### config.mk
export PLATFORM = sky130hd
export DESIGN_NAME = mem_port_arbiter_flat
export DESIGN_NICKNAME = d
export VERILOG_FILES = /design/src/rtl/mem_port_arbiter_if.sv /design/src/rtl/mem_port_arbiter.sv /design/src/flat_wrapper.sv
export SDC_FILE = /design/constraint.sdc
export NUM_CORES = 1
export LEC_CHECK = 0
export CORE_MARGIN = 10
export CORE_UTILIZATION = 21
export CTS_CLUSTER_DIAMETER = 100
export DETAILED_ROUTE_END_ITERATION = 12
export HOLD_SLACK_MARGIN = 0.08
export PLACE_DENSITY = 0.78
export SLEW_MARGIN = 20
export SYNTH_ARGS = -nofsm -noshare
export SYNTH_HDL_FRONTEND = slang
export SYNTH_SLANG_ARGS = --single-unit
### constraint.sdc
create_clock -name clk -period 3 [get_ports clk]
set_clock_uncertainty 0.15 [all_clocks]
set_input_delay 0.75 -clock clk [delete_from_list [all_inputs] [get_ports clk]]
set_output_delay 0.75 -clock clk [all_outputs]
set_load 0.005 [all_outputs]
### src/rtl/mem_port_arbiter_if.sv
// Bus bundle for mem_port_arbiter: both requester ports, the shared memory port and busy.
// The slave modport is the arbiter; the master modport is the requesters plus memory.
interface mem_port_arbiter_if #(
  parameter int ADDR_W = 24,
  parameter int DATA_W = 16
);
  logic              a_req;
  logic              a_we;
  logic [ADDR_W-1:0] a_addr;
  logic [DATA_W-1:0] a_wdata;
  logic              a_gnt;
  logic              a_rvalid;
  logic [DATA_W-1:0] a_rdata;

  logic              b_req;
  logic              b_we;
  logic [ADDR_W-1:0] b_addr;
  logic [DATA_W-1:0] b_wdata;
  logic              b_gnt;
  logic              b_rvalid;
  logic [DATA_W-1:0] b_rdata;

  logic [ADDR_W-1:0] mem_addr;
  logic [DATA_W-1:0] mem_wdata;
  logic              mem_we;
  logic [DATA_W-1:0] mem_rdata;
  logic              busy;

  modport slave (
    input  a_req, a_we, a_addr, a_wdata,
    input  b_req, b_we, b_addr, b_wdata,
    input  mem_rdata,
    output a_gnt, a_rvalid, a_rdata,
    output b_gnt, b_rvalid, b_rdata,
    output mem_addr, mem_wdata, mem_we, busy
  );

  modport master (
    output a_req, a_we, a_addr, a_wdata,
    output b_req, b_we, b_addr, b_wdata,
    output mem_rdata,
    input  a_gnt, a_rvalid, a_rdata,
    input  b_gnt, b_rvalid, b_rdata,
    input  mem_addr, mem_wdata, mem_we, busy
  );
endinterface

### src/rtl/mem_port_arbiter.sv
// Two-port arbiter for a single memory port with fixed read latency (1..4 cycles).
// Define MEM_ARB_RR_EN for round-robin ties; otherwise port A has fixed priority.
module mem_port_arbiter #(
  parameter int ADDR_W     = 24,
  parameter int DATA_W     = 16,
  parameter int RD_LATENCY = 1
) (
  input logic               clk,
  input logic               rst,
  mem_port_arbiter_if.slave bus
);

  typedef enum logic {IDLE, WAIT} state_t;

  localparam logic [2:0] LAT = 3'(RD_LATENCY);

  state_t            state, state_next;
  logic [2:0]        cnt, cnt_next;
  logic              owner_b, owner_b_next;
  logic              free, can_grant, a_wins, pick_a, pick_b, grant_we;
  logic [ADDR_W-1:0] addr_mux;
  logic [DATA_W-1:0] wdata_mux;
`ifdef MEM_ARB_RR_EN
  logic              last_b, last_b_next;
`endif

  always_ff @(posedge clk or posedge rst) begin
    if (rst) begin
      state   <= IDLE;
      cnt     <= 3'd0;
      owner_b <= 1'b0;
    end else begin
      state   <= state_next;
      cnt     <= cnt_next;
      owner_b <= owner_b_next;
    end
  end

`ifdef MEM_ARB_RR_EN
  always_ff @(posedge clk or posedge rst) begin
    if (rst) last_b <= 1'b1;
    else     last_b <= last_b_next;
  end
`endif

  // The free cycle both returns the owner's data and may issue the next grant.
  always_comb begin
    free      = (state == WAIT) && (cnt == 3'd1);
    can_grant = !rst && ((state == IDLE) || free);
`ifdef MEM_ARB_RR_EN
    a_wins    = bus.a_req && (!bus.b_req || last_b);
`else
    a_wins    = bus.a_req;
`endif
    pick_a    = can_grant && a_wins;
    pick_b    = can_grant && bus.b_req && !a_wins;
    grant_we  = pick_a ? bus.a_we : bus.b_we;

    addr_mux  = '0;
    wdata_mux = '0;
    if (pick_a) begin
      addr_mux  = bus.a_addr;
      wdata_mux = bus.a_wdata;
    end else if (pick_b) begin
      addr_mux  = bus.b_addr;
      wdata_mux = bus.b_wdata;
    end

    state_next   = state;
    cnt_next     = cnt;
    owner_b_next = owner_b;
`ifdef MEM_ARB_RR_EN
    last_b_next  = last_b;
`endif
    if (pick_a || pick_b) begin
`ifdef MEM_ARB_RR_EN
      last_b_next = pick_b;
`endif
      if (grant_we) begin
        state_next = IDLE;
        cnt_next   = 3'd0;
      end else begin
        state_next   = WAIT;
        cnt_next     = LAT;
        owner_b_next = pick_b;
      end
    end else if (free) begin
      state_next = IDLE;
      cnt_next   = 3'd0;
    end else if (state == WAIT) begin
      cnt_next = cnt - 3'd1;
    end
  end

  assign bus.a_gnt     = pick_a;
  assign bus.b_gnt     = pick_b;
  assign bus.mem_we    = (pick_a || pick_b) && grant_we;
  assign bus.mem_addr  = addr_mux;
  assign bus.mem_wdata = wdata_mux;
  assign bus.a_rvalid  = free && !owner_b;
  assign bus.b_rvalid  = free && owner_b;
  assign bus.busy      = (state == WAIT) && !free;
  assign bus.a_rdata   = bus.mem_rdata;
  assign bus.b_rdata   = bus.mem_rdata;

endmodule

### src/flat_wrapper.sv
// flat-port wrapper written by rule: the top's interface ports become plain ports
module mem_port_arbiter_flat 
#(
  parameter int ADDR_W     = 24,
  parameter int DATA_W     = 16,
  parameter int RD_LATENCY = 1
)
  (clk, rst, bus_a_req, bus_a_we, bus_a_addr, bus_a_wdata, bus_b_req, bus_b_we, bus_b_addr, bus_b_wdata, bus_mem_rdata, bus_a_gnt, bus_a_rvalid, bus_a_rdata, bus_b_gnt, bus_b_rvalid, bus_b_rdata, bus_mem_addr, bus_mem_wdata, bus_mem_we, bus_busy);
  mem_port_arbiter_if #(.ADDR_W(ADDR_W), .DATA_W(DATA_W)) bus_i ();
  input logic clk;
  input logic rst;
  input wire logic [$bits(bus_i.a_req)-1:0] bus_a_req;
  input wire logic [$bits(bus_i.a_we)-1:0] bus_a_we;
  input wire logic [$bits(bus_i.a_addr)-1:0] bus_a_addr;
  input wire logic [$bits(bus_i.a_wdata)-1:0] bus_a_wdata;
  input wire logic [$bits(bus_i.b_req)-1:0] bus_b_req;
  input wire logic [$bits(bus_i.b_we)-1:0] bus_b_we;
  input wire logic [$bits(bus_i.b_addr)-1:0] bus_b_addr;
  input wire logic [$bits(bus_i.b_wdata)-1:0] bus_b_wdata;
  input wire logic [$bits(bus_i.mem_rdata)-1:0] bus_mem_rdata;
  output wire logic [$bits(bus_i.a_gnt)-1:0] bus_a_gnt;
  output wire logic [$bits(bus_i.a_rvalid)-1:0] bus_a_rvalid;
  output wire logic [$bits(bus_i.a_rdata)-1:0] bus_a_rdata;
  output wire logic [$bits(bus_i.b_gnt)-1:0] bus_b_gnt;
  output wire logic [$bits(bus_i.b_rvalid)-1:0] bus_b_rvalid;
  output wire logic [$bits(bus_i.b_rdata)-1:0] bus_b_rdata;
  output wire logic [$bits(bus_i.mem_addr)-1:0] bus_mem_addr;
  output wire logic [$bits(bus_i.mem_wdata)-1:0] bus_mem_wdata;
  output wire logic [$bits(bus_i.mem_we)-1:0] bus_mem_we;
  output wire logic [$bits(bus_i.busy)-1:0] bus_busy;
  assign bus_i.a_req = bus_a_req;
  assign bus_i.a_we = bus_a_we;
  assign bus_i.a_addr = bus_a_addr;
  assign bus_i.a_wdata = bus_a_wdata;
  assign bus_i.b_req = bus_b_req;
  assign bus_i.b_we = bus_b_we;
  assign bus_i.b_addr = bus_b_addr;
  assign bus_i.b_wdata = bus_b_wdata;
  assign bus_i.mem_rdata = bus_mem_rdata;
  assign bus_a_gnt = bus_i.a_gnt;
  assign bus_a_rvalid = bus_i.a_rvalid;
  assign bus_a_rdata = bus_i.a_rdata;
  assign bus_b_gnt = bus_i.b_gnt;
  assign bus_b_rvalid = bus_i.b_rvalid;
  assign bus_b_rdata = bus_i.b_rdata;
  assign bus_mem_addr = bus_i.mem_addr;
  assign bus_mem_wdata = bus_i.mem_wdata;
  assign bus_mem_we = bus_i.mem_we;
  assign bus_busy = bus_i.busy;
  mem_port_arbiter #(.ADDR_W(ADDR_W), .DATA_W(DATA_W), .RD_LATENCY(RD_LATENCY)) u_core (.clk(clk), .rst(rst), .bus(bus_i));
endmodule
Yosys cells after proc, flatten, opt, wreduce, memory -nomap -nowiden
Cells that the tools add are included.

storage, ports and cells
  logic and storage cells = 37
  bits of input ports = 102
  register bits = 5
  output and inout bits = 78

operators by class
  mux-type cells = 12
  bitwise gates (word level) = 2
  eq/ne operators = 1
  add/subtract/negate cells = 1
  reduce and logical (&&, ||, !) cells = 18

operator list
  kind                   number
  $mux W24               2
  $mux W16               2
  $logic_and A1 B1 Y1    9
  $mux W3                3
  $mux W1                5
  $logic_not A1 Y1       4
  $eq A3 B1 Y1 const B   1
  $reduce_bool A3 Y1     1
  $sub A3 B1 Y3 const B  1
  $logic_or A1 B1 Y1     2
  $not A1 Y1             2
  $reduce_and A2 Y1      1
  $reduce_bool A2 Y1     1

Depth between registers and ports, before layout
Gate-level depths: netlist (run 1).

  word-level depth = 8
  depth in mapped cells = 7
  gate-level depth less buffers = 5

Least setup slack after synthesis (run 1)
OpenSTA, ideal clock, no wires.

  path kind = register to output
  from = register u_core.cnt[1]
  to = output port bus_mem_addr[15]
  slack = 0.412 ns
  path buffers = 2
  cell stages (with the launch flop) = 8
  data required time = 2.100 ns
  arrival time = 1.688 ns
  cell sequence = dfrtp_1 inv_1 ha_1 nand2b_4 buf_6 a2111oi_4 buf_6 a22o_1

on the way
  word-level cells in the longest chain between the ends = 8
  elaborated cells between the ends (all ways) = 9
  classes of those cells = eq/ne (1); mux (2); reduce/logical (6)

ends and longest elaborated chain
  element                           RTL line                source
  start: declaration                mem_port_arbiter.sv:18  logic [2:0] cnt, cnt_next;
  start signal: assignment          mem_port_arbiter.sv:34  cnt <= cnt_next;
  $eq A3 B1 Y1                      mem_port_arbiter.sv:48  free = (state == WAIT) && (cnt == 3'd1);
  $logic_and A1 B1 Y1               mem_port_arbiter.sv:48
  $logic_or A1 B1 Y1                mem_port_arbiter.sv:49  can_grant = !rst && ((state == IDLE) || free);
  $logic_and A1 B1 Y1               mem_port_arbiter.sv:49
  $logic_and A1 B1 Y1 (2 in a row)  mem_port_arbiter.sv:56  pick_b = can_grant && bus.b_req && !a_wins;
  net bus_b_gnt                     flat_wrapper.sv:24      output wire logic [$bits(bus_i.b_gnt)-1:0] bus_b_gnt;
  $mux W24                          mem_port_arbiter.sv:64  end else if (pick_b) begin
  $mux W24                          mem_port_arbiter.sv:61  if (pick_a) begin
  end: declaration                  flat_wrapper.sv:27      output wire logic [$bits(bus_i.mem_addr)-1:0] bus_mem_addr;

The timed path passes the listed nets, and every way through them passes these cells.

Final worst setup path (run 1)
  from = input port bus_a_req
  to = output port bus_mem_wdata[12]

on the way
  word-level cells in the longest chain between the ends = 4
  elaborated cells between the ends (all ways) = 5
  classes of those cells = mux (2); reduce/logical (3)

ends and longest elaborated chain
  element              RTL line                source
  start: declaration   flat_wrapper.sv:12      input wire logic [$bits(bus_i.a_req)-1:0] bus_a_req;
  $logic_not A1 Y1     mem_port_arbiter.sv:56
  $logic_and A1 B1 Y1  mem_port_arbiter.sv:56
  $mux W16             mem_port_arbiter.sv:64
  $mux W16 *           mem_port_arbiter.sv:61
  end: declaration     flat_wrapper.sv:28      output wire logic [$bits(bus_i.mem_wdata)-1:0] bus_mem_wdata;

Mark *: on every way between the ends. The rest lies on a longest branch, timed or not.

==> results of run 1 <==
## flip-flops by register name, summed over array words and instances (netlist names)
signal,cells
u_core.cnt,3
u_core.owner_b,1
u_core.state,1
## power groups by stage
| stage | logic, W | registers, W | clock network (W) |
|---|---|---|---|
| CTS | 0.000705 | 0.000137 | 0.000126 |
| global placement | 0.000687 | 0.000132 | 0 |
| detailed placement | 0.000697 | 0.000133 | 0 |
| finish | 0.000686 | 0.000139 | 0.000121 |
| global route | 0.000748 | 0.000143 | 0.000133 |
| floorplan | 0.000340 | 0.000116 | 0 |
## repair_timing
| action | CTS | global route |
|---|---|---|
| resized for setup | 121 | 2 |
| buffers inserted | 8 | 0 |
| pin swaps | 2 | 2 |
| gates cloned | 3 | 0 |
| endpoints found under the hold margin | 0 | 0 |
| setup endpoints to repair | 43 | 19 |
## how the worst max path moves through the flow
stage,startpoint,endpoint,slack (ns),depth (start not counted)
floorplan,u_core.cnt[1]$_DFFE_PP0P_,bus_mem_addr[15],0.41,7
global placement,bus_b_req,bus_mem_wdata[15],-0.50,6
detailed placement,bus_b_req,bus_mem_wdata[15],-0.54,6
CTS,bus_b_req,bus_mem_addr[0],0.004,9
global route,u_core.cnt[1]$_DFFE_PP0P_,bus_mem_wdata[12],0.01,10
finish,bus_a_req,bus_mem_wdata[12],0.07,8
## synth_stat cells (2+ instances only)
master	instances
a22o_1	41
buf_4	32
inv_1	8
buf_6	5
clkbuf_1	5
dfrtp_1	5
o2bb2ai_1	3
ha_1	2
nand2b_1	2
nor3_1	2
## cells by family after synthesis
family | after synthesis
AOI/OAI and AO/OA | 52
buffers and inverters | 50
and+or+nand+nor | 9
DFF | 5
adders and majority gates | 2
muxes | 1
## placed cells by master, fill, tap and decap left out, types with 2 or more instances in the layout
| cell type | count |
|---|---|
| nor3_1 | 2 |
| buf_4 | 15 |
| inv_2 | 2 |
| dfrtp_1 | 5 |
| a22o_1 | 41 |
| clkbuf_8 | 3 |
| nand2b_1 | 2 |
| buf_2 | 13 |
| clkdlybuf4s15_2 | 11 |
| inv_1 | 6 |
| dlygate4sd2_1 | 10 |
| buf_12 | 3 |
| clkdlybuf4s50_1 | 86 |
| o2bb2ai_1 | 3 |
| clkdlybuf4s15_1 | 11 |
## layer usage
| metal | share of wire, % | wire [um] | vias up | GRT usage [%] |
|---|---|---|---|---|
| met5 | 0 | 0 | - | 0 |
| li1 | - | - | 648 | - |
| met3 | 12 | 639 | 10 | 6.816 |
| met4 | 0.64 | 34 | 0 | 4.447 |
| met2 | 49 | 2562 | 84 | 21.19 |
| met1 | 39 | 2039 | 600 | 12.04 |
## metrics by stage
| stage | instances | hold slack [ns] |
|---|---|---|
| 6_report | 300 | 0.3666 |
| 4_1_cts | 301 | 0.3662 |
| 2_1_floorplan | 119 | 0.3061 |
| 5_1_grt | 300 | 0.3921 |
| 3_3_place_gp | 286 | 0.3278 |
| 3_5_place_dp | 286 | 0.3388 |
## final cells by class
cell class	count	area share, %
Clock buffer	4	1.912
Sequential cell	5	5.311
Inverter	8	1.275
Timing Repair Buffer	152	63.46
Multi-Input combinational cell	64	24.48
Tap cell	67	3.558
==> metrics.md, run 1 <==
| Metric | Value |
|---|---|
| Status | finished clean |
| Sw Share | a little over a third |
| Critical path's top delay family | buffers and inverters |
| H-Tree Level Count | 1 |
| Avg WL per Cell | approximately 18 um |
| Hold Crit Start | u_core.cnt[1]$_DFFE_PP0P_ |
| Final Hold Fails | 0 |
| Syn. warnings | 0 |
| Die height | between 80 and 90 um |
| Global-route wire length before repair | roughly 8 mm |
| Internal | a little over 0.0006 W |
| Worst r2r src | u_core.cnt[1]$_DFFE_PP0P_ |
| Synth top area share | between 30% and 40% |
| Setup TNS Final | 0 ns |
| Cts bufs inserted | 3 |
| Drt first-iter violations | 25 |
| Sink Count | 5 |
| Final Max Tran Viols | 0 |
| GRT Overall Usage | between 10 and 15% |
| Sequential Power Share | between 10 and 15% |
| P&R area growth vs syn | 130.2% |
| Clk pwr share | about 13% |
| Synth unique cells | 24 |
| Placed cell areas | roughly 0.0022 mm^2 |
| TritonCTS clock tree | yes |
| Period utilization | 97.57% |
| Top post-synthesis cells by area | a22o_1, buf_4, dfrtp_1, buf_6, inv_1 |
| CP Max Fanout | 9 |
| Post-route cell area | roughly 0.0024 mm^2 |
| EDFF count, synth | 0 |
| Least-Margin Pin Slew | approximately 0.31 ns |
| Worst hold path endpoint | u_core.cnt[1]$_DFFE_PP0P_ |
| Power Total | 0.0009463 W |
| Die outline area | 0.008066 mm^2 |
| Antenna Cells | 0 |
| Switch Pwr | between 0.0003 and 0.0004 W |
| Initial core utilization | around 22% |
| Clk_lat worst skew | between 0.2 and 0.25 ns |
| # setup viols final | 0 |
| Hold_buf cts | 0 |
| Mapped Cells | about 120 |
| Util after Layout | between 40% and 50% |
| IO Pins | 180 |
| Max-Cap Viols | 0 |
| Logic pwr share | between 70% and 80% |
| Pin count of the biggest net entering global routing | 23 |
| Dpl hpwl | about 4.2 mm |
| Hold path cells | 1 |
| Async SR Flop Fraction | 100.0% |
| #FFs+latches synth | 5 |
| Relative slew slack | about four fifths |
| Post-layout min period | between 2 and 3 ns |
| Compound-Gate Fraction of Synth Area | ~45% |
| Adder-cell share of the synthesized area | 2.445% |
| Routability Congestion | 0.8089 |
| Largest area contributor in the netlist | a22o_1 |
| I/O Buffers | approximately 130 |
| Lkg Pwr | 1.040 nW |
| Setup Crit Path Kind | primary input to output port |
| Reg2Reg Depth | 9 |
| Layout cell share with drive strength beyond 1 | between 20 and 25% |
| Mean post-synth cell area | 8.601 um^2 |
| Fillers | around 460 |
| Register Area | ~130 um^2 |
| Worst-case clock buffer depth | 2 |
| Simple-Gate Fraction of Synth Area | 5.379% |
| Worst min path class | flop to flop |
| Unrepaired setup endpoints after global routing | no |
| Antenna viol nets, final | 0 |
| DRT Pass-1 Iters | 4 |
| XOR/XNOR share of the synthesized area | 0% |
| Post-synthesis mux area share | less than 1% |
| GRT overflow | 0 |
| Synth Flop Type | dfrtp_1 |
| Vias in the first global route | 1566 |
| PD cells | roughly 400 mW/mm^2 |
| Sequential area share after synthesis | around an eighth |
| Largest family of logic cells by synthesized area | compound AO/OA/AOI/OAI gates |
| Die Width | about 90 um |
| Cell Rows | 25 |
| Crit Reg-Reg Endpoint | u_core.owner_b$_DFFE_PP0P_ |
| Arrival @ worst endpoint | between 2 and 2.5 ns |
| Routed wire length | between 5 and 6 mm |
| Worst Path Buf+Inv | 6 |
| Nets@finish | ~340 |
| Critical path's largest stage delay | ~0.33 ns |
| F_max | about 340 MHz |
| Detailed-route via count | about 1300 |
| Clock Pin Slew Worst Setup and Hold Paths | ~0.030 ns |
| Initial antenna violation count | 0 |
| Maximum vdd ir drop | roughly 0.19 mV |
| R2R setup slack | around 1.2 ns |
| Critical Path RT | between 2 and 2.5 ns |
| Min setup slack post-route | ~0.073 ns |
| DP Worst Slack | -0.5390 ns |
| Core area | 0.004723 mm^2 |
| Synth Cell Area | between 0.001 and 0.0015 mm^2 |
| CP Capture Type | output port |
| # DRC | 0 |
| Most frequent CP cell | buf_4 |
| Critical Path, Cell by Cell | buf_2 > a2111oi_4 > buf_4 > buf_4 > buf_8 > buf_4 > a22o_1 > clkdlybuf4s15_2 |
| Syn Nets | approximately 220 |
| Multi-input logic area | just under 600 um^2 |
| CP startpoint kind | primary input |
| Root buffer cell | clkbuf_8 |
| Slowest CP cell | a2111oi_4 |
| Vias per cell | about 4.5 |
(Power assumes the default switching activity.)
==> run 2: changes to the inputs <==
- RECOVER_POWER: default -> 100
==> metrics.md, run 2 (synthesized netlist as in run 1, its figures left out) <==
| Metric | Value |
|---|---|
| Status | finished clean |
| Initial core utilization | 21.67% (unchanged) |
| Sequential Power Share | 14.8% (about the same) |
| Critical Path, Cell by Cell | buf_2 > a2111oi_4 > buf_4 > buf_4 > buf_8 > buf_4 > a22o_1 > clkdlybuf4s15_2 |
| Critical path's top delay family | buffers and inverters |
| Internal | 0.0006031 W (-1.9%) |
| Commonest non-fill, non-tap cell in the layout | clkdlybuf4s50_1 |
| Nets@finish | 338 (unchanged) |
| Final Max Tran Viols | 0 (unchanged) |
| Clock Pin Slew Worst Setup and Hold Paths | 0.03 ns (about the same) |
| Cts bufs inserted | 3 (unchanged) |
| Hold_buf cts | 0 (unchanged) |
| Slowest CP cell | a2111oi_4 |
| Unrepaired setup endpoints after global routing | no |
| Vias in the first global route | 1566 (unchanged) |
| Core area | 0.004723 mm^2 (unchanged) |
| Largest register FFs | 3 (unchanged) |
| Sw Share | 35.49% (+0.42 points) |
| Regs by FF count | u_core.cnt: 3 flops, u_core.owner_b: 1 flops, u_core.state: 1 flops |
| GRT overflow | 0 (unchanged) |
| Dpl hpwl | 4.244 mm (unchanged) |
| Final Hold Fails | 0 (unchanged) |
| PD cells | 401.0 mW/mm^2 (-0.16%) |
| Sink Count | 5 (unchanged) |
| Detailed-route via count | 1322 (-1.5%) |
| CP Capture Type | output port |
| GRT Overall Usage | 12.26% (unchanged) |
| Lkg Pwr | 1.044 nW (+0.35%) |
| # DRC | 0 (unchanged) |
| Global-route wire length before repair | 8.211 mm (unchanged) |
| Worst min path class | flop to flop |
| Die outline area | 0.008066 mm^2 (unchanged) |
| CP Max Fanout | 9 (unchanged) |
| I/O Buffers | 131 (unchanged) |
| Commonest non-fill, non-tap cells in the layout | clkdlybuf4s50_1, a22o_1, clkdlybuf4s15_1 |
| Die height | 89.81 um (unchanged) |
| Critical path's largest stage delay | 0.33 ns (about the same) |
| Die Width | 89.81 um (unchanged) |
| Maximum vdd ir drop | 0.1837 mV (-1.4%) |
| Most frequent CP cell | buf_4 |
| Pin count of the biggest net entering global routing | 23 (unchanged) |
| DRT Pass-1 Iters | 3 (-1) |
| Clk_lat worst skew | 0.22 ns (about the same) |
| Arrival @ worst endpoint | 2.03 ns (about the same) |
| Relative slew slack | 79.15% (+0.089 points) |
| Cell Rows | 25 (unchanged) |
| Period utilization | 97.56% (about the same) |
| Final std cells w/o fill | 300 (unchanged) |
| Layout cell share with drive strength beyond 1 | 17.17% (-6.0 points) |
| # setup viols final | 0 (unchanged) |
| Largest register by flop count | u_core.cnt |
| Logic pwr share | 72.2% (-0.3 points) |
| Setup Crit Path Kind | primary input to output port |
| Worst-case clock buffer depth | 2 (unchanged) |
| Routed wire length | 5.266 mm (-0.15%) |
| Post-layout min period | 2.927 ns (-0.0004019 ns) |
| Critical Path RT | 2.10 ns (about the same) |
| TritonCTS clock tree | yes |
| IO Pins | 180 (unchanged) |
| Drt first-iter violations | 24 (-4.0%) |
| Antenna viol nets, final | 0 (unchanged) |
| Switch Pwr | 0.0003317 W (about the same) |
| P&R area growth vs syn | 127.8% |
| Initial antenna violation count | 0 (unchanged) |
| Max-Cap Viols | 0 (unchanged) |
| Clk pwr share | 13.0% (+0.2 points) |
| Vias per cell | 4.407 (-1.5%) |
| Least-Margin Pin Slew | 0.3128 ns (-0.001338 ns) |
| Worst Path Buf+Inv | 6 (unchanged) |
| CP startpoint kind | primary input |
| H-Tree Level Count | 1 (unchanged) |
| Util after Layout | 49.35% (-0.53 points) |
| F_max | 341.7 MHz (about the same) |
| Placed cell count | 286 (unchanged) |
| Routability Congestion | 0.8089 (unchanged) |
| Root buffer cell | clkbuf_8 |
| Antenna Cells | 0 (unchanged) |
| Avg WL per Cell | 17.55 um (-0.15%) |
==> run 2: power by group through the flow <==
stage               combinational [W]  clock [W]  sequential, W
CTS                          0.000705   0.000126       0.000137
finish                       0.000675   0.000121       0.000139
global placement             0.000687          0       0.000132
detailed placement           0.000697          0       0.000133
floorplan                    0.000340          0       0.000116
global route                 0.000735   0.000133       0.000143
==> run 2: area by class of cell <==
| cell class | count | area (um^2) |
|---|---|---|
| Sequential cell | 5 | 125.1 |
| Timing Repair Buffer | 152 | 1470 |
| Fill cell | 472 | 2392 |
| Clock buffer | 4 | 45.04 |
| Inverter | 8 | 30.03 |
| Multi-Input combinational cell | 64 | 576.8 |
| Tap cell | 67 | 83.83 |
==> run 2: worst reg2reg max path: stages, from the launching register on <==
cell and delay (ns):
dfrtp_1 0.38, inv_2 0.08, ha_4 0.14, nand2b_4 0.06, a2111oi_4 0.30, buf_4 0.18, buf_4 0.11, buf_8 0.11
clkbuf_2 0.15, o2bb2ai_1 0.12
==> run 2: path summary, 6_finish.rpt <==
check                                                from                    endpoint  slack, ns  cells past startpoint
worst max-delay path                            bus_a_req           bus_mem_wdata[12]       0.07                      8
min in group asynchronous                             rst   u_core.cnt[0]$_DFFE_PP0P_       0.47                      3
worst min-delay path            u_core.cnt[1]$_DFFE_PP0P_   u_core.cnt[1]$_DFFE_PP0P_       0.37                      1
max in group asynchronous                             rst  u_core.owner_b$_DFFE_PP0P_       2.07                      3
worst min register to register  u_core.cnt[1]$_DFFE_PP0P_   u_core.cnt[1]$_DFFE_PP0P_       0.37                      1
worst max register to register  u_core.cnt[1]$_DFFE_PP0P_  u_core.owner_b$_DFFE_PP0P_       1.15                      9
==> run 2: per-layer routing <==
metal | up-vias | part of all wire, % | GRT usage, %
li1 | 647 | - | -
met3 | 10 | 12 | 6.816
met2 | 84 | 49 | 21.19
met4 | 0 | 0.65 | 4.447
met1 | 581 | 38 | 12.04
met5 | - | 0 | 0
==> run 2: what timing repair did <==
action                     CTS  global route
pin swaps                    2             2
buffers inserted             8             0
hold endpoints to repair     0             0
setup endpoints to repair   43            19
gates resized for setup    121             2
gates cloned                 3             0
==> run 2: stage by stage <==
stage / worst slack [ns] / hold slack [ns] / power (W) / TNS (ns) / cell area (um^2)
2_1_floorplan: 0.4118 / 0.3061 / 0.0004551 / 0 / 1023
4_1_cts: 0.003590 / 0.3662 / 0.0009683 / 0 / 2381
5_1_grt: 0.01015 / 0.3921 / 0.001011 / 0 / 2331
3_5_place_dp: -0.5390 / 0.3388 / 0.0008299 / -21.17 / 2235
3_3_place_gp: -0.5011 / 0.3278 / 0.0008191 / -19.59 / 2235
6_report: 0.07330 / 0.3665 / 0.0009348 / 0 / 2331
